[src/rtl/mac_mult_arbiter_if.sv]
// Operand/result bundle between the lane fetch logic, the shared multiplier
// and the accumulator; tag identifies the lane that issued each result.
interface mac_mult_arbiter_if #(
  parameter int NUM_REQ = 4,
  parameter int TAG_W   = $clog2(NUM_REQ)
);
  logic [NUM_REQ-1:0]   i_valid;
  logic [NUM_REQ-1:0]   i_ready;
  logic [NUM_REQ-1:0]   i_a_sign;
  logic [4*NUM_REQ-1:0] i_a_exp;
  logic [8*NUM_REQ-1:0] i_a_mant;
  logic [NUM_REQ-1:0]   i_b_sign;
  logic [4*NUM_REQ-1:0] i_b_exp;
  logic [8*NUM_REQ-1:0] i_b_mant;
  logic                 o_valid;
  logic                 o_ready;
  logic                 o_sign;
  logic [4:0]           o_exp;
  logic [17:0]          o_mant;
  logic [TAG_W-1:0]     o_tag;
  logic                 o_busy;

  modport master (
    output i_valid, i_a_sign, i_a_exp, i_a_mant, i_b_sign, i_b_exp, i_b_mant, o_ready,
    input  i_ready, o_valid, o_sign, o_exp, o_mant, o_tag, o_busy
  );

  modport slave (
    input  i_valid, i_a_sign, i_a_exp, i_a_mant, i_b_sign, i_b_exp, i_b_mant, o_ready,
    output i_ready, o_valid, o_sign, o_exp, o_mant, o_tag, o_busy
  );
endinterface

[src/rtl/mac_mult_arbiter.sv]
// Round-robin shared sign/exponent/mantissa multiplier with a two-stage
// valid/ready pipeline (operand register, result register) and requester tags.
module mac_mult_arbiter #(
  parameter int NUM_REQ = 4,
  parameter int TAG_W   = $clog2(NUM_REQ)
) (
  input logic               clk,
  input logic               rst,
  mac_mult_arbiter_if.slave bus
);

  function automatic logic [4:0] exp_sum(input logic [3:0] a, input logic [3:0] b);
    return {1'b0, a} + {1'b0, b};
  endfunction

  function automatic logic [17:0] mant_prod(input logic [7:0] a, input logic [7:0] b);
    logic [15:0] p;
    p = {8'd0, a} * {8'd0, b};
    return {2'b00, p};
  endfunction

  logic             vld_p0_q, vld_p0_d;
  logic             vld_p1_q, vld_p1_d;
  logic [TAG_W-1:0] rr_ptr_q, rr_ptr_d;
  logic             s1_load, s0_free, accept;
  logic             gnt_found;
  logic [TAG_W-1:0] gnt_idx;

  logic             sel_a_sign, sel_b_sign;
  logic [3:0]       sel_a_exp, sel_b_exp;
  logic [7:0]       sel_a_mant, sel_b_mant;

  logic             a_sign_p0_q, b_sign_p0_q;
  logic [3:0]       a_exp_p0_q, b_exp_p0_q;
  logic [7:0]       a_mant_p0_q, b_mant_p0_q;
  logic [TAG_W-1:0] tag_p0_q;

  logic             sign_p1_q;
  logic [4:0]       exp_p1_q;
  logic [17:0]      mant_p1_q;
  logic [TAG_W-1:0] tag_p1_q;

  // Two passes: first from rr_ptr upward, then from 0; wraps at NUM_REQ.
  always_comb begin
    gnt_found = 1'b0;
    gnt_idx   = '0;
    for (int j = 0; j < NUM_REQ; j++) begin
      if (!gnt_found && bus.i_valid[j] && (TAG_W'(j) >= rr_ptr_q)) begin
        gnt_found = 1'b1;
        gnt_idx   = TAG_W'(j);
      end
    end
    for (int j = 0; j < NUM_REQ; j++) begin
      if (!gnt_found && bus.i_valid[j]) begin
        gnt_found = 1'b1;
        gnt_idx   = TAG_W'(j);
      end
    end
  end

  always_comb begin
    sel_a_sign = 1'b0;
    sel_a_exp  = '0;
    sel_a_mant = '0;
    sel_b_sign = 1'b0;
    sel_b_exp  = '0;
    sel_b_mant = '0;
    for (int j = 0; j < NUM_REQ; j++) begin
      if (gnt_idx == TAG_W'(j)) begin
        sel_a_sign = bus.i_a_sign[j];
        sel_a_exp  = bus.i_a_exp[4*j +: 4];
        sel_a_mant = bus.i_a_mant[8*j +: 8];
        sel_b_sign = bus.i_b_sign[j];
        sel_b_exp  = bus.i_b_exp[4*j +: 4];
        sel_b_mant = bus.i_b_mant[8*j +: 8];
      end
    end
  end

  assign s1_load  = vld_p0_q && (!vld_p1_q || bus.o_ready);
  assign s0_free  = !vld_p0_q || s1_load;
  // Gated by rst so no lane sees a strobe while the pipe is held in reset.
  assign accept   = !rst && s0_free && gnt_found;
  assign vld_p0_d = accept || (vld_p0_q && !s0_free);
  assign vld_p1_d = s1_load || (vld_p1_q && !bus.o_ready);

  always_comb begin
    rr_ptr_d = rr_ptr_q;
    if (accept)
      rr_ptr_d = (gnt_idx == TAG_W'(NUM_REQ-1)) ? '0 : gnt_idx + 1'b1;
  end

  always_comb begin
    bus.i_ready = '0;
    for (int j = 0; j < NUM_REQ; j++)
      if (accept && (gnt_idx == TAG_W'(j)))
        bus.i_ready[j] = 1'b1;
  end

  always_ff @(posedge clk or posedge rst) begin
    if (rst) begin
      vld_p0_q <= 1'b0;
      vld_p1_q <= 1'b0;
      rr_ptr_q <= '0;
    end else begin
      vld_p0_q <= vld_p0_d;
      vld_p1_q <= vld_p1_d;
      rr_ptr_q <= rr_ptr_d;
    end
  end

  // Stage p0: captured operands of the granted lane
  always_ff @(posedge clk) begin
    if (accept) begin
      a_sign_p0_q <= sel_a_sign;
      a_exp_p0_q  <= sel_a_exp;
      a_mant_p0_q <= sel_a_mant;
      b_sign_p0_q <= sel_b_sign;
      b_exp_p0_q  <= sel_b_exp;
      b_mant_p0_q <= sel_b_mant;
      tag_p0_q    <= gnt_idx;
    end
  end

  // Stage p1: product registers, visible on the result port
  always_ff @(posedge clk or posedge rst) begin
    if (rst) begin
      sign_p1_q <= 1'b0;
      exp_p1_q  <= '0;
      mant_p1_q <= '0;
      tag_p1_q  <= '0;
    end else if (s1_load) begin
      sign_p1_q <= a_sign_p0_q ^ b_sign_p0_q;
      exp_p1_q  <= exp_sum(a_exp_p0_q, b_exp_p0_q);
      mant_p1_q <= mant_prod(a_mant_p0_q, b_mant_p0_q);
      tag_p1_q  <= tag_p0_q;
    end
  end

  assign bus.o_valid = vld_p1_q;
  assign bus.o_sign  = sign_p1_q;
  assign bus.o_exp   = exp_p1_q;
  assign bus.o_mant  = mant_p1_q;
  assign bus.o_tag   = tag_p1_q;
  assign bus.o_busy  = vld_p0_q | vld_p1_q;

endmodule

[src/flat_wrapper.sv]
// flat-port wrapper written by rule: the top's interface ports become plain ports
module mac_mult_arbiter_flat 
#(
  parameter int NUM_REQ = 4,
  parameter int TAG_W   = $clog2(NUM_REQ)
)
  (clk, rst, bus_i_valid, bus_i_a_sign, bus_i_a_exp, bus_i_a_mant, bus_i_b_sign, bus_i_b_exp, bus_i_b_mant, bus_o_ready, bus_i_ready, bus_o_valid, bus_o_sign, bus_o_exp, bus_o_mant, bus_o_tag, bus_o_busy);
  mac_mult_arbiter_if #(.NUM_REQ(NUM_REQ), .TAG_W(TAG_W)) bus_i ();
  input logic clk;
  input logic rst;
  input wire logic [$bits(bus_i.i_valid)-1:0] bus_i_valid;
  input wire logic [$bits(bus_i.i_a_sign)-1:0] bus_i_a_sign;
  input wire logic [$bits(bus_i.i_a_exp)-1:0] bus_i_a_exp;
  input wire logic [$bits(bus_i.i_a_mant)-1:0] bus_i_a_mant;
  input wire logic [$bits(bus_i.i_b_sign)-1:0] bus_i_b_sign;
  input wire logic [$bits(bus_i.i_b_exp)-1:0] bus_i_b_exp;
  input wire logic [$bits(bus_i.i_b_mant)-1:0] bus_i_b_mant;
  input wire logic [$bits(bus_i.o_ready)-1:0] bus_o_ready;
  output wire logic [$bits(bus_i.i_ready)-1:0] bus_i_ready;
  output wire logic [$bits(bus_i.o_valid)-1:0] bus_o_valid;
  output wire logic [$bits(bus_i.o_sign)-1:0] bus_o_sign;
  output wire logic [$bits(bus_i.o_exp)-1:0] bus_o_exp;
  output wire logic [$bits(bus_i.o_mant)-1:0] bus_o_mant;
  output wire logic [$bits(bus_i.o_tag)-1:0] bus_o_tag;
  output wire logic [$bits(bus_i.o_busy)-1:0] bus_o_busy;
  assign bus_i.i_valid = bus_i_valid;
  assign bus_i.i_a_sign = bus_i_a_sign;
  assign bus_i.i_a_exp = bus_i_a_exp;
  assign bus_i.i_a_mant = bus_i_a_mant;
  assign bus_i.i_b_sign = bus_i_b_sign;
  assign bus_i.i_b_exp = bus_i_b_exp;
  assign bus_i.i_b_mant = bus_i_b_mant;
  assign bus_i.o_ready = bus_o_ready;
  assign bus_i_ready = bus_i.i_ready;
  assign bus_o_valid = bus_i.o_valid;
  assign bus_o_sign = bus_i.o_sign;
  assign bus_o_exp = bus_i.o_exp;
  assign bus_o_mant = bus_i.o_mant;
  assign bus_o_tag = bus_i.o_tag;
  assign bus_o_busy = bus_i.o_busy;
  mac_mult_arbiter #(.NUM_REQ(NUM_REQ), .TAG_W(TAG_W)) u_core (.clk(clk), .rst(rst), .bus(bus_i));
endmodule
[config.mk]
export PLATFORM = sky130hd
export DESIGN_NAME = mac_mult_arbiter_flat
export DESIGN_NICKNAME = d
export VERILOG_FILES = /design/src/rtl/mac_mult_arbiter_if.sv /design/src/rtl/mac_mult_arbiter.sv /design/src/flat_wrapper.sv
export SDC_FILE = /design/constraint.sdc
export NUM_CORES = 1
export LEC_CHECK = 0
export BUFFER_PORTS_ARGS = -buffer_cell sky130_fd_sc_hd__buf_2
export CORE_MARGIN = 2
export CORE_UTILIZATION = 55
export DETAILED_ROUTE_END_ITERATION = 16
export MAX_ROUTING_LAYER = met4
export PLACE_DENSITY = 0.9
export SYNTH_ARGS = -nofsm -noshare
export SYNTH_HDL_FRONTEND = slang
export SYNTH_SLANG_ARGS = --single-unit
[constraint.sdc]
create_clock -name clk -period 10.3 [get_ports clk]
set_clock_uncertainty 0.05 [all_clocks]
set_input_delay 0.515 -clock clk [delete_from_list [all_inputs] [get_ports clk]]
set_output_delay 0.515 -clock clk [all_outputs]
set_load 0.01 [all_outputs]
Word level (Yosys, flattened, before mapping)
Index checks and enable logic that the tools add are counted.

Output and inout bits: 32. Register bits: 56. Logic and storage cells: 107. Bits of input ports: 111.

Muxes and demuxes: 44. Multipliers: 1. Add/sub/neg operators: 2. Bitwise operators: 2. Reduce and logical (&&, ||, !) cells: 37. $lt $le $gt $ge: 4. Equal/unequal tests: 3.

Operator list (count): 8-bit 2-to-1 mux (8); 4-bit 2-to-1 mux (8); 1-bit 2-to-1 mux (21); 1-bit logical AND (20); 8-bit by 8-bit multiplier with 16-bit output (1); 2-bit 2-to-1 mux (7); 1-bit logical NOT (12); 4-bit by 4-bit adder with 5-bit output (1); 2-bit equality test (second input constant) (2); 1-bit by 2-bit greater-or-equal comparator with 1-bit output (first input constant) (2); 2-bit greater-or-equal comparator (first input constant) (2); 1-bit logical OR (4); 2-bit by 1-bit adder with 2-bit output (second input constant) (1); 2-bit by 1-bit equality test with 1-bit output (second input constant) (1); 2-bit logical NOT (1); 1-bit OR (1); 1-bit bitwise XOR (1).

Logic depth before layout (Yosys ltp)
Gate-level depths: netlist of the first run.

Depth after elaboration: 32. Mapped depth: 15. Depth with buffers taken out: 15.

Worst setup path after synthesis of the first run
OpenSTA, ideal clock, no wires.

Kind: register to register. Start point: reg u_core.a_mant_p0_q[2]. End point: reg u_core.mant_p1_q[14] (netlist: u_core.bus.o_mant[14]). Clock period less this slack: 4.086 ns. Library setup time: 0.069 ns. Arrival time: 3.968 ns. Path buffers: 0. Path slack: 6.214 ns. Cell stages (with the launch flop): 13. Cell sequence: edfxtp_1 and2_1 fa_1 fa_1 fa_1 inv_1 fa_1 inv_1 ha_1 nand2_1 or2_2 or4_1 nand3_1.

Word-level cells in the longest chain between the ends: 1.

RTL lines: from (decl) (line mac_mult_arbiter.sv:35) `logic [7:0] a_mant_p0_q, b_mant_p0_q;`; from (signal assigned) (line mac_mult_arbiter.sv:117) `a_mant_p0_q <= sel_a_mant;`; 8-bit by 8-bit multiplier with 16-bit output (line mac_mult_arbiter.sv:18) `p = {8'd0, a} * {8'd0, b};`; to (signal assigned) (line mac_mult_arbiter.sv:135) `mant_p1_q <= mant_prod(a_mant_p0_q, b_mant_p0_q);`; to (decl) (line mac_mult_arbiter.sv:40) `logic [17:0] mant_p1_q;`.

No other way between the ends. A chain may end at the register's enable or synchronous reset.

Worst setup path in the final report of the first run
Start point: reg u_core.b_mant_p0_q[7]. End point: reg u_core.mant_p1_q[12] (netlist: u_core.bus.o_mant[12]).

Word-level cells in the longest chain between the ends: 1.

RTL lines: from (decl) (line mac_mult_arbiter.sv:35); from (signal assigned) (line mac_mult_arbiter.sv:120) `b_mant_p0_q <= sel_b_mant;`; 8-bit by 8-bit multiplier with 16-bit output (line mac_mult_arbiter.sv:18).

No other way between the ends.

==> results of run 1 <==
[sequential cells by signal (all words and copies together) (netlist names)]
register,cells
u_core.tag_p0_q,2
u_core.bus.o_exp,5
u_core.bus.o_valid,1
u_core.vld_p0_q,1
u_core.b_exp_p0_q,4
u_core.a_exp_p0_q,4
u_core.b_sign_p0_q,1
u_core.b_mant_p0_q,8
u_core.a_mant_p0_q,8
u_core.bus.o_sign,1
u_core.bus.o_mant,16
u_core.a_sign_p0_q,1
u_core.rr_ptr_q,2
u_core.bus.o_tag,2
[cell families (layout without fill, tap and decap cells)]
| group | after synthesis | in the layout | synth area share [%] |
|---|---|---|---|
| AOI/OAI and AO/OA | 141 | 141 | 17.31 |
| xor gates and xnor gates | 9 | 9 | 1.540 |
| adders and majority gates | 81 | 81 | 25.23 |
| buffers and inverters | 88 | 216 | 6.968 |
| DFF | 56 | 56 | 30.12 |
| muxes | 2 | 2 | 0.4156 |
| other | 1 | 2 | 0.07328 |
| and+or+nand+nor | 196 | 196 | 18.34 |
[placed cells by master, fill, tap and decap left out, types with 2 or more instances in the layout]
master / instances
nor2_1: 32
nand2b_1: 2
and2_1: 56
o2111ai_1: 2
edfxtp_1: 28
nand3_1: 6
inv_1: 63
nor2b_1: 4
or3_1: 2
a211oi_1: 3
a31oi_1: 2
clkbuf_8: 5
xnor2_1: 2
a22oi_1: 25
a21oi_1: 37
buf_4: 5
dfrtp_1: 28
o21bai_1: 2
a211o_1: 2
ha_1: 44
a21o_1: 4
xor2_1: 7
o22ai_1: 3
conb_1: 2
or2_2: 2
o21a_1: 5
fa_1: 37
o21ai_0: 46
nand2_1: 79
buf_2: 140
nor3_1: 6
[layer usage]
layer  vias to the layer above  part of all wire [%]  GRT usage (%)
li1                       2178                     -              -
met1                      2126                    40          29.59
met2                       145                    54          46.72
met3                        13                   4.4          2.288
met4                         0                   1.1          4.847
met5                         -                     0              -
[cell type report]
cell class,count,area (um2),share of cell area (%)
repair buffers,145,738.2,12.36
clock buffers,6,72.57,1.215
multi-input cells,431,3231,54.10
flip-flops and latches,56,1541,25.81
clock inverters,2,13.76,0.2305
well taps,111,138.9,2.326
inverters,63,236.5,3.960
[worst paths after layout]
kind | start | end | slack, ns
max in group asynchronous | rst | u_core.bus.o_mant[1] | 9.13
worst min-delay path | rst | u_core.vld_p0_q | 0.40
min in group asynchronous | rst | u_core.bus.o_tag[1] | 0.43
worst min register to register | u_core.tag_p0_q[0] | u_core.bus.o_tag[0] | 0.41
worst max register to register | u_core.b_mant_p0_q[7] | u_core.bus.o_mant[12] | 5.85
worst max-delay path | u_core.b_mant_p0_q[7] | u_core.bus.o_mant[12] | 5.85
[through the flow]
stage	cell area [um2]	util [%]
2_1_floorplan	5121	-
3_3_place_gp	5886	64.31
3_5_place_dp	5886	64.31
4_1_cts	5972	65.25
5_1_grt	5972	65.25
6_report	5972	65.25
[power groups by stage]
| stage | registers, mW | clock network (mW) | logic (mW) |
|---|---|---|---|
| 2_1_floorplan | 0.405 | 0 | 1.17 |
| 3_3_place_gp | 0.400 | 0 | 1.47 |
| 3_5_place_dp | 0.404 | 0 | 1.55 |
| 4_1_cts | 0.400 | 0.127 | 1.56 |
| 5_1_grt | 0.411 | 0.135 | 1.78 |
| 6_report | 0.401 | 0.126 | 1.56 |
==> impl_metrics.py, run 1 <==
metrics = {
    "pwr": {
        "clkPwrFrac_pct": 6.1,
        "peakVddDrop_v": 0.0002476,
        "power.internal_mw": 1.019,
        "p_total_mw": 2.082,
        "leakagePower_nw": 2.972,
        "swShare_pct": 51.08,
        "seq_power_share_pct": 19.2,
        "power_frac_comb_pct": 74.7,
        "p_per_area_nw_per_um2": 348.7,
        "p_sw_mw": 1.064,
    },
    "routing": {
        "vias_per_cell": 5.482,
        "ant_nets": 0,
        "firstDrtPassIters": 5,
        "drt-total-wl_mm": 12.00,
        "vias": 4462,
        "drtIter0Drc": 155,
        "drc": 0,
        "wl_per_cell_um": 14.74,
    },
    "die": {
        "die-area_um2": 10090,
        "io-pin-count": 143,
        "die_h_um": 100.5,
        "core_area_um2": 9153,
        "floorplan.rows": 35,
        "die_w_um": 100.5,
        "start_util_pct": 55.91,
    },
    "timing": {
        "rsz0062_at_grt": "false",
        "finalSetupViolCount": 0,
        "slew_viol_final": 0,
        "clock.fmax_ghz": 0.2249,
        "worstMarginPinSlew_ns": 1.057,
        "period_needed_ns": 4.446,
        "tns_ns": 0,
        "finalHoldViolCount": 0,
        "slew_headroom_pct": 29.43,
        "period_share_pct": 43.16,
        "whs_ns": 0.4035,
        "setup_ws_ns": 5.854,
    },
    "logic_synthesis": {
        "yosysTopAreaCellShare_pct": 16.43,
        "yosysTopAreaCell": "edfxtp_1",
        "synth_common_cells": "79 x nand2_1, 63 x inv_1, 56 x and2_1, 46 x o21ai_0, 44 x ha_1",
        "yosysSeqAreaShare_pct": 30.12,
        "avgSynthCellArea_um2": 8.915,
        "ys_seq_elements": 56,
        "synth_area_um2": 5117,
        "yosysMostFrequentCell": "nand2_1",
        "synth_flop_cell": "edfxtp_1",
        "yosys_warnings": 0,
        "synth_top_cells_by_area": "edfxtp_1 16%, fa_1 14%, dfrtp_1 14%, ha_1 11%, and2_1 6.8%",
        "synth_edf_count": 28,
        "syn-instance-count": 574,
        "synthArstFlopShare_pct": 50.00,
        "ys_types": 51,
    },
    "clock_tree": {
        "clkTransAtPathRegs_ns": 0.11,
        "cts_made_buffers": 5,
        "post_cts_resized": 0,
        "clockRootBuffer": "clkbuf_8",
        "insertion_delay_ns": 0.32,
        "cts.htree.levels": 2,
        "hold_buffers": 0,
        "post_cts_buffers": 0,
        "clock_path_buffers": 2,
        "tritoncts": "yes",
        "clock_sinks": 56,
    },
    "hold_path": {
        "min_path_cells": 2,
        "hold_path_class": "in -> reg",
    },
    "layout": {
        "num_antenna_cells": 0,
        "nets": 894,
        "layout-drive-gt1-share_pct": 23.19,
        "num-fill-cells": 761,
        "final_cells": 814,
        "area_growth_pct": 16.70,
    },
    "critical_path": {
        "start_kind": "flip-flop",
        "path_cells": "and2_1 > fa_1 > fa_1 > fa_1 > inv_1 > fa_1 > inv_1 > ha_1 > a211oi_1 > o21bai_1 > a31oi_1 > xor2_1 > o21ai_0",
        "cp_num_buf_inv": 2,
        "crit_path_frequent_cell": "fa_1",
        "worst-endpoint-required_ns": 10.45,
        "crit_slowest_cell": "fa_1",
        "cp_top_family": "adder cells",
        "cp-end-kind": "flip-flop",
        "crit_arrival_ns": 4.60,
        "cp.depth": 13,
        "reg2regPathDepth": 13,
        "crit_type": "reg -> reg",
        "critPathMaxFanout": 8,
        "slowest_delay_ns": 0.55,
    },
    "place": {
        "dp.cells": 806,
        "place_hpwl_mm": 9.872,
        "portBuffers": 140,
        "pre_cts_slack_ns": 5.947,
        "gp_congestion": 0.9528,
    },
    "outcome": {
        "status": "finished clean",
    },
    "run": {
        "cap_viol_max_count": 0,
    },
    "grt": {
        "grt_use_total_pct": 25.04,
        "antenna_found_initial": 0,
        "grt_overflow": 0,
        "first_global_vias": 4457,
        "grt_pass1_wl_mm": 19.77,
        "grt_max_degree": 55,
    },
}
Power figures use the tool's default switching activity.
==> run 2, diff against run 1 <==
CORE_UTILIZATION = 49   (was 55)
PLACE_DENSITY = 0.85   (was 0.9)
clock period = 3.61 ns   (was 10.3 ns; I/O delays follow)
==> impl_metrics.py, run 2 (synthesized netlist as in run 1, its figures left out) <==
metrics = {
    "run": {
        "cap_viol_max_count": 0,
    },
    "grt": {
        "first_global_vias": 4610,
        "grt_use_met1_pct": 30.11,
        "grt_overflow": 0,
        "grt_busiest_layer": "met2",
        "met2_usage_pct": 42.12,
        "met3_usage_pct": 2.391,
        "grt_max_degree": 55,
        "grt_pass1_wl_mm": 21.22,
        "grt_use_total_pct": 24.09,
        "antenna_found_initial": 0,
    },
    "routing": {
        "vias_per_cell": 5.214,
        "drtIter0Drc": 300,
        "drc": 0,
        "drt-total-wl_mm": 13.10,
        "firstDrtPassIters": 5,
        "wl_per_cell_um": 14.70,
        "ant_nets": 0,
        "vias": 4646,
    },
    "layout": {
        "layout_common_cells": "140 x buf_2, 76 x nand2_1, 57 x inv_1",
        "final_common_cell": "buf_2",
        "nets": 946,
        "largest_register_ffs": 16,
        "layout-drive-gt1-share_pct": 35.76,
        "num_antenna_cells": 0,
        "utilization_pct": 66.37,
        "area_growth_pct": 32.69,
    },
    "timing": {
        "rsz0062_at_grt": "true",
        "period_needed_ns": 4.087,
        "slew_headroom_pct": 31.02,
        "worstMarginPinSlew_ns": 1.034,
        "slew_viol_final": 0,
        "finalSetupViolCount": 10,
        "period_share_pct": 113.2,
        "tns_ns": -3.304,
        "finalHoldViolCount": 0,
        "setup_ws_ns": -0.4771,
        "clock.fmax_ghz": 0.2447,
    },
    "critical_path": {
        "crit_type": "reg -> reg",
        "path_cells": "buf_4 > and2_4 > fa_1 > fa_1 > fa_1 > inv_1 > fa_1 > inv_2 > ha_4 > nand2_4 > o21ai_4 > o2111ai_4 > or3_1 > nand3_1",
        "cp-end-kind": "flip-flop",
        "crit_arrival_ns": 4.29,
        "slowest_delay_ns": 0.50,
        "crit_path_frequent_cell": "fa_1",
        "crit_slowest_cell": "fa_1",
        "worst-endpoint-required_ns": 3.82,
        "start_kind": "flip-flop",
        "critPathMaxFanout": 4,
    },
    "place": {
        "portBuffers": 140,
        "gp_congestion": 0.8910,
        "place_hpwl_mm": 10.31,
        "pre_cts_slack_ns": -0.4988,
    },
    "clock_tree": {
        "insertion_delay_ns": 0.32,
        "cts_made_buffers": 5,
        "clock_path_buffers": 2,
        "tritoncts": "yes",
        "clockRootBuffer": "clkbuf_8",
        "hold_buffers": 0,
        "clock_sinks": 56,
        "cts.htree.levels": 2,
        "clkTransAtPathRegs_ns": 0.11,
    },
    "die": {
        "io-pin-count": 143,
        "core_area_um2": 10230,
        "start_util_pct": 50.02,
        "die-area_um2": 11280,
        "die_w_um": 106.2,
        "die_h_um": 106.2,
        "floorplan.rows": 37,
    },
    "outcome": {
        "status": "finished with violations",
        "violations": "negative setup slack",
    },
    "hold_path": {
        "hold_path_class": "in -> reg",
    },
}
## run 2: cell count changes in the layout (fill, tap and decap cells not counted), moves of 7 or more
cell and change:
o21ai_1 +7, o21ai_0 -9, ha_1 -12, ha_4 +11, and2_1 -14, buf_4 +46
and2_4 +14
## run 2: layer usage
metal / vias to the layer above / part of all wire [%]
met3: 20 / 3.9
met5: - / 0
li1: 2277 / -
met2: 137 / 53
met1: 2212 / 42
met4: 0 / 1.7
## run 2: final cells by class
class	instances	area [um2]
multi-input combinational	431	3585
clock inverter	1	8.758
timing repair buffer	197	1151
sequential	56	1541
tap	136	170.2
fill	841	3441
clock buffer	7	97.59
inverter	63	236.5
## run 2: per-stage QoR
step           cell area, um2  hold WS (ns)  std cells
3_3_place_gp             6332        0.3670        870
6_report                 6790       0.05618        891
5_1_grt                  6790       0.07223        891
4_1_cts                  6648       0.06051        887
2_1_floorplan            5239        0.1959        575
3_5_place_dp             6332        0.3887        870
## run 2: worst paths after layout
path | startpoint | end | slack (ns) | cells after the start
worst max register to register | u_core.b_mant_p0_q[7] | u_core.bus.o_mant[13] | -0.48 | 14
worst min register to register | u_core.tag_p0_q[0] | u_core.bus.o_tag[0] | 0.41 | 2
worst max-delay path | u_core.b_mant_p0_q[7] | u_core.bus.o_mant[13] | -0.48 | 14
worst min-delay path | rst | u_core.vld_p0_q | 0.06 | 2
min in group asynchronous | rst | u_core.bus.o_tag[0] | 0.08 | 2
max in group asynchronous | rst | u_core.bus.o_mant[4] | 2.81 | 2
## run 2: critical path: cells and delay by family (launching register included)
| kind | cells | cell delay (ns) |
|---|---|---|
| simple gates | 4 | 0.67 |
| flops | 1 | 0.44 |
| buf+inv | 3 | 0.27 |
| fa+ha+maj | 5 | 2.23 |
| compound gates | 2 | 0.34 |
## run 2: timing repair
item,in CTS,in global routing
buffers inserted,9,5
pin swaps,37,32
endpoints found under the hold margin,0,0
gates resized for setup,34,23
endpoints found under the setup margin,10,11
Power of run 2 is not shown: default switching activity piles up to over one toggle a cycle in this logic, so the estimate is an artifact.
==> run 3, diff against run 2 <==
PLACE_DENSITY = 0.78   (was 0.85)
==> impl_metrics.py, run 3 (synthesized netlist as in run 1, its figures left out) <==
metrics = {
    "outcome": {
        "status": "finished with violations",
        "violations": "negative setup slack",
    },
    "layout": {
        "layout-drive-gt1-share_pct": 36.59,
        "layout_common_cells": "140 x buf_2, 73 x nand2_1, 55 x inv_1, 55 x buf_4, 40 x and2_1",
        "area_growth_pct": 31.59,
        "nets": 948,
        "final_cell_area_um2": 6734,
        "final_common_cell": "buf_2",
        "largest_register_ffs": 16,
    },
    "clock_tree": {
        "clockRootBuffer": "clkbuf_8",
        "cts_made_buffers": 5,
        "clock_path_buffers": 2,
        "tritoncts": "yes",
        "cts.htree.levels": 2,
        "clock_sinks": 56,
        "hold_buffers": 0,
        "insertion_delay_ns": 0.32,
        "clkTransAtPathRegs_ns": 0.11,
    },
    "die": {
        "start_util_pct": 50.02,
        "io-pin-count": 143,
        "core_area_um2": 10230,
        "die_w_um": 106.2,
        "die_h_um": 106.2,
        "floorplan.rows": 37,
        "die-area_um2": 11280,
    },
    "grt": {
        "grt_pass1_wl_mm": 21.44,
        "antenna_found_initial": 1,
        "grt_use_total_pct": 23.97,
        "grt_max_degree": 55,
        "first_global_vias": 4753,
        "grt_overflow": 0,
    },
    "critical_path": {
        "r2r_end": "u_core.bus.o_mant[14]",
        "timing.rr.start": "u_core.b_mant_p0_q[3]",
        "cp-end-kind": "flip-flop",
        "critPathMaxFanout": 8,
        "crit_arrival_ns": 4.24,
        "r2r_slack_ns": -0.42,
        "crit_type": "reg -> reg",
        "reg2regPathDepth": 12,
        "worst-endpoint-required_ns": 3.82,
        "start_kind": "flip-flop",
    },
    "place": {
        "placed_area_um2": 6335,
        "portBuffers": 140,
        "place_hpwl_mm": 10.19,
        "gp_congestion": 0.9212,
    },
    "timing": {
        "finalHoldViolCount": 0,
        "rsz0062_at_grt": "true",
        "slew_viol_final": 0,
        "period_share_pct": 111.5,
        "clock.fmax_ghz": 0.2484,
        "finalSetupViolCount": 10,
        "worstMarginPinSlew_ns": 1.040,
        "slew_headroom_pct": 30.59,
        "setup_ws_ns": -0.4160,
        "period_needed_ns": 4.026,
    },
    "hold_path": {
        "hold_start": "rst",
        "hold_path_class": "in -> reg",
        "min_path_cells": 2,
        "hold_end": "u_core.vld_p0_q",
    },
    "routing": {
        "ant_nets": 0,
        "drc": 0,
        "wl_per_cell_um": 14.37,
        "drtIter0Drc": 171,
        "vias_per_cell": 5.178,
        "vias": 4629,
        "drt-total-wl_mm": 12.84,
        "firstDrtPassIters": 4,
    },
    "run": {
        "cap_viol_max_count": 0,
    },
}
==> run 3: cell count changes in the layout (fill, tap and decap cells not counted), sizes merged <==
cell	before	now
buf	197	199
clkbuf	7	5
clkinv	0	1
diode	0	1
inv	64	65
==> run 3: worst max-delay path: stages (launching register included) <==
cell and delay, ns:
edfxtp_1 0.53, and2_4 0.20, fa_1 0.47, fa_1 0.50, fa_1 0.49, inv_1 0.05, fa_1 0.49, inv_2 0.04
ha_4 0.29, nand2_4 0.08, or2_4 0.24, or4_1 0.46, nand3_1 0.09
==> run 3: area by class of cell <==
cell class / count / area [um2]
Multi-Input combinational cell: 431 / 3536
Fill cell: 838 / 3497
Sequential cell: 56 / 1541
Timing Repair Buffer: 199 / 1159
Inverter: 63 / 236.5
Tap cell: 136 / 170.2
Clock buffer: 5 / 68.82
Clock inverter: 3 / 20.02
Antenna cell: 1 / 2.502
==> run 3: worst max-delay path by stage <==
stage	start	endpoint	slack, ns
after floorplan	u_core.b_mant_p0_q[2]	u_core.bus.o_mant[14]	-0.25
after global placement	u_core.b_mant_p0_q[4]	u_core.bus.o_mant[12]	-0.39
after detailed placement	u_core.b_mant_p0_q[2]	u_core.bus.o_mant[13]	-0.48
after CTS	u_core.b_mant_p0_q[4]	u_core.bus.o_mant[13]	-0.42
after global routing	u_core.a_mant_p0_q[2]	u_core.bus.o_mant[13]	-0.59
final	u_core.b_mant_p0_q[3]	u_core.bus.o_mant[14]	-0.42
==> run 3: per-stage QoR <==
| stage | setup TNS, ns | setup slack [ns] | utilization (%) | hold slack [ns] | instances |
|---|---|---|---|---|---|
| 6_report | -3.302 | -0.4160 | 65.82 | 0.08199 | 894 |
| 5_1_grt | -4.815 | -0.5866 | 65.82 | 0.07430 | 894 |
| 4_1_cts | -3.244 | -0.4158 | 64.58 | 0.06715 | 888 |
| 3_5_place_dp | -3.613 | -0.4778 | 61.92 | 0.3759 | 871 |
| 3_3_place_gp | -2.762 | -0.3904 | 61.92 | 0.3661 | 871 |
| 2_1_floorplan | -1.073 | -0.2488 | - | 0.1959 | 575 |
==> run 3: what timing repair did <==
action,CTS,global route
endpoints found under the hold margin,0,0
setup endpoints to repair,10,10
pin swaps,29,20
buffers inserted,9,5
gates resized for setup,33,21
==> run 3: layer usage <==
layer,up-vias,wire length [um],GRT usage (%)
met5,-,0,-
met4,0,132,6.391
met3,14,581,3.004
met2,132,6758,41.62
met1,2195,5371,29.68
li1,2288,-,-
Power of run 3 is left out for the same reason.
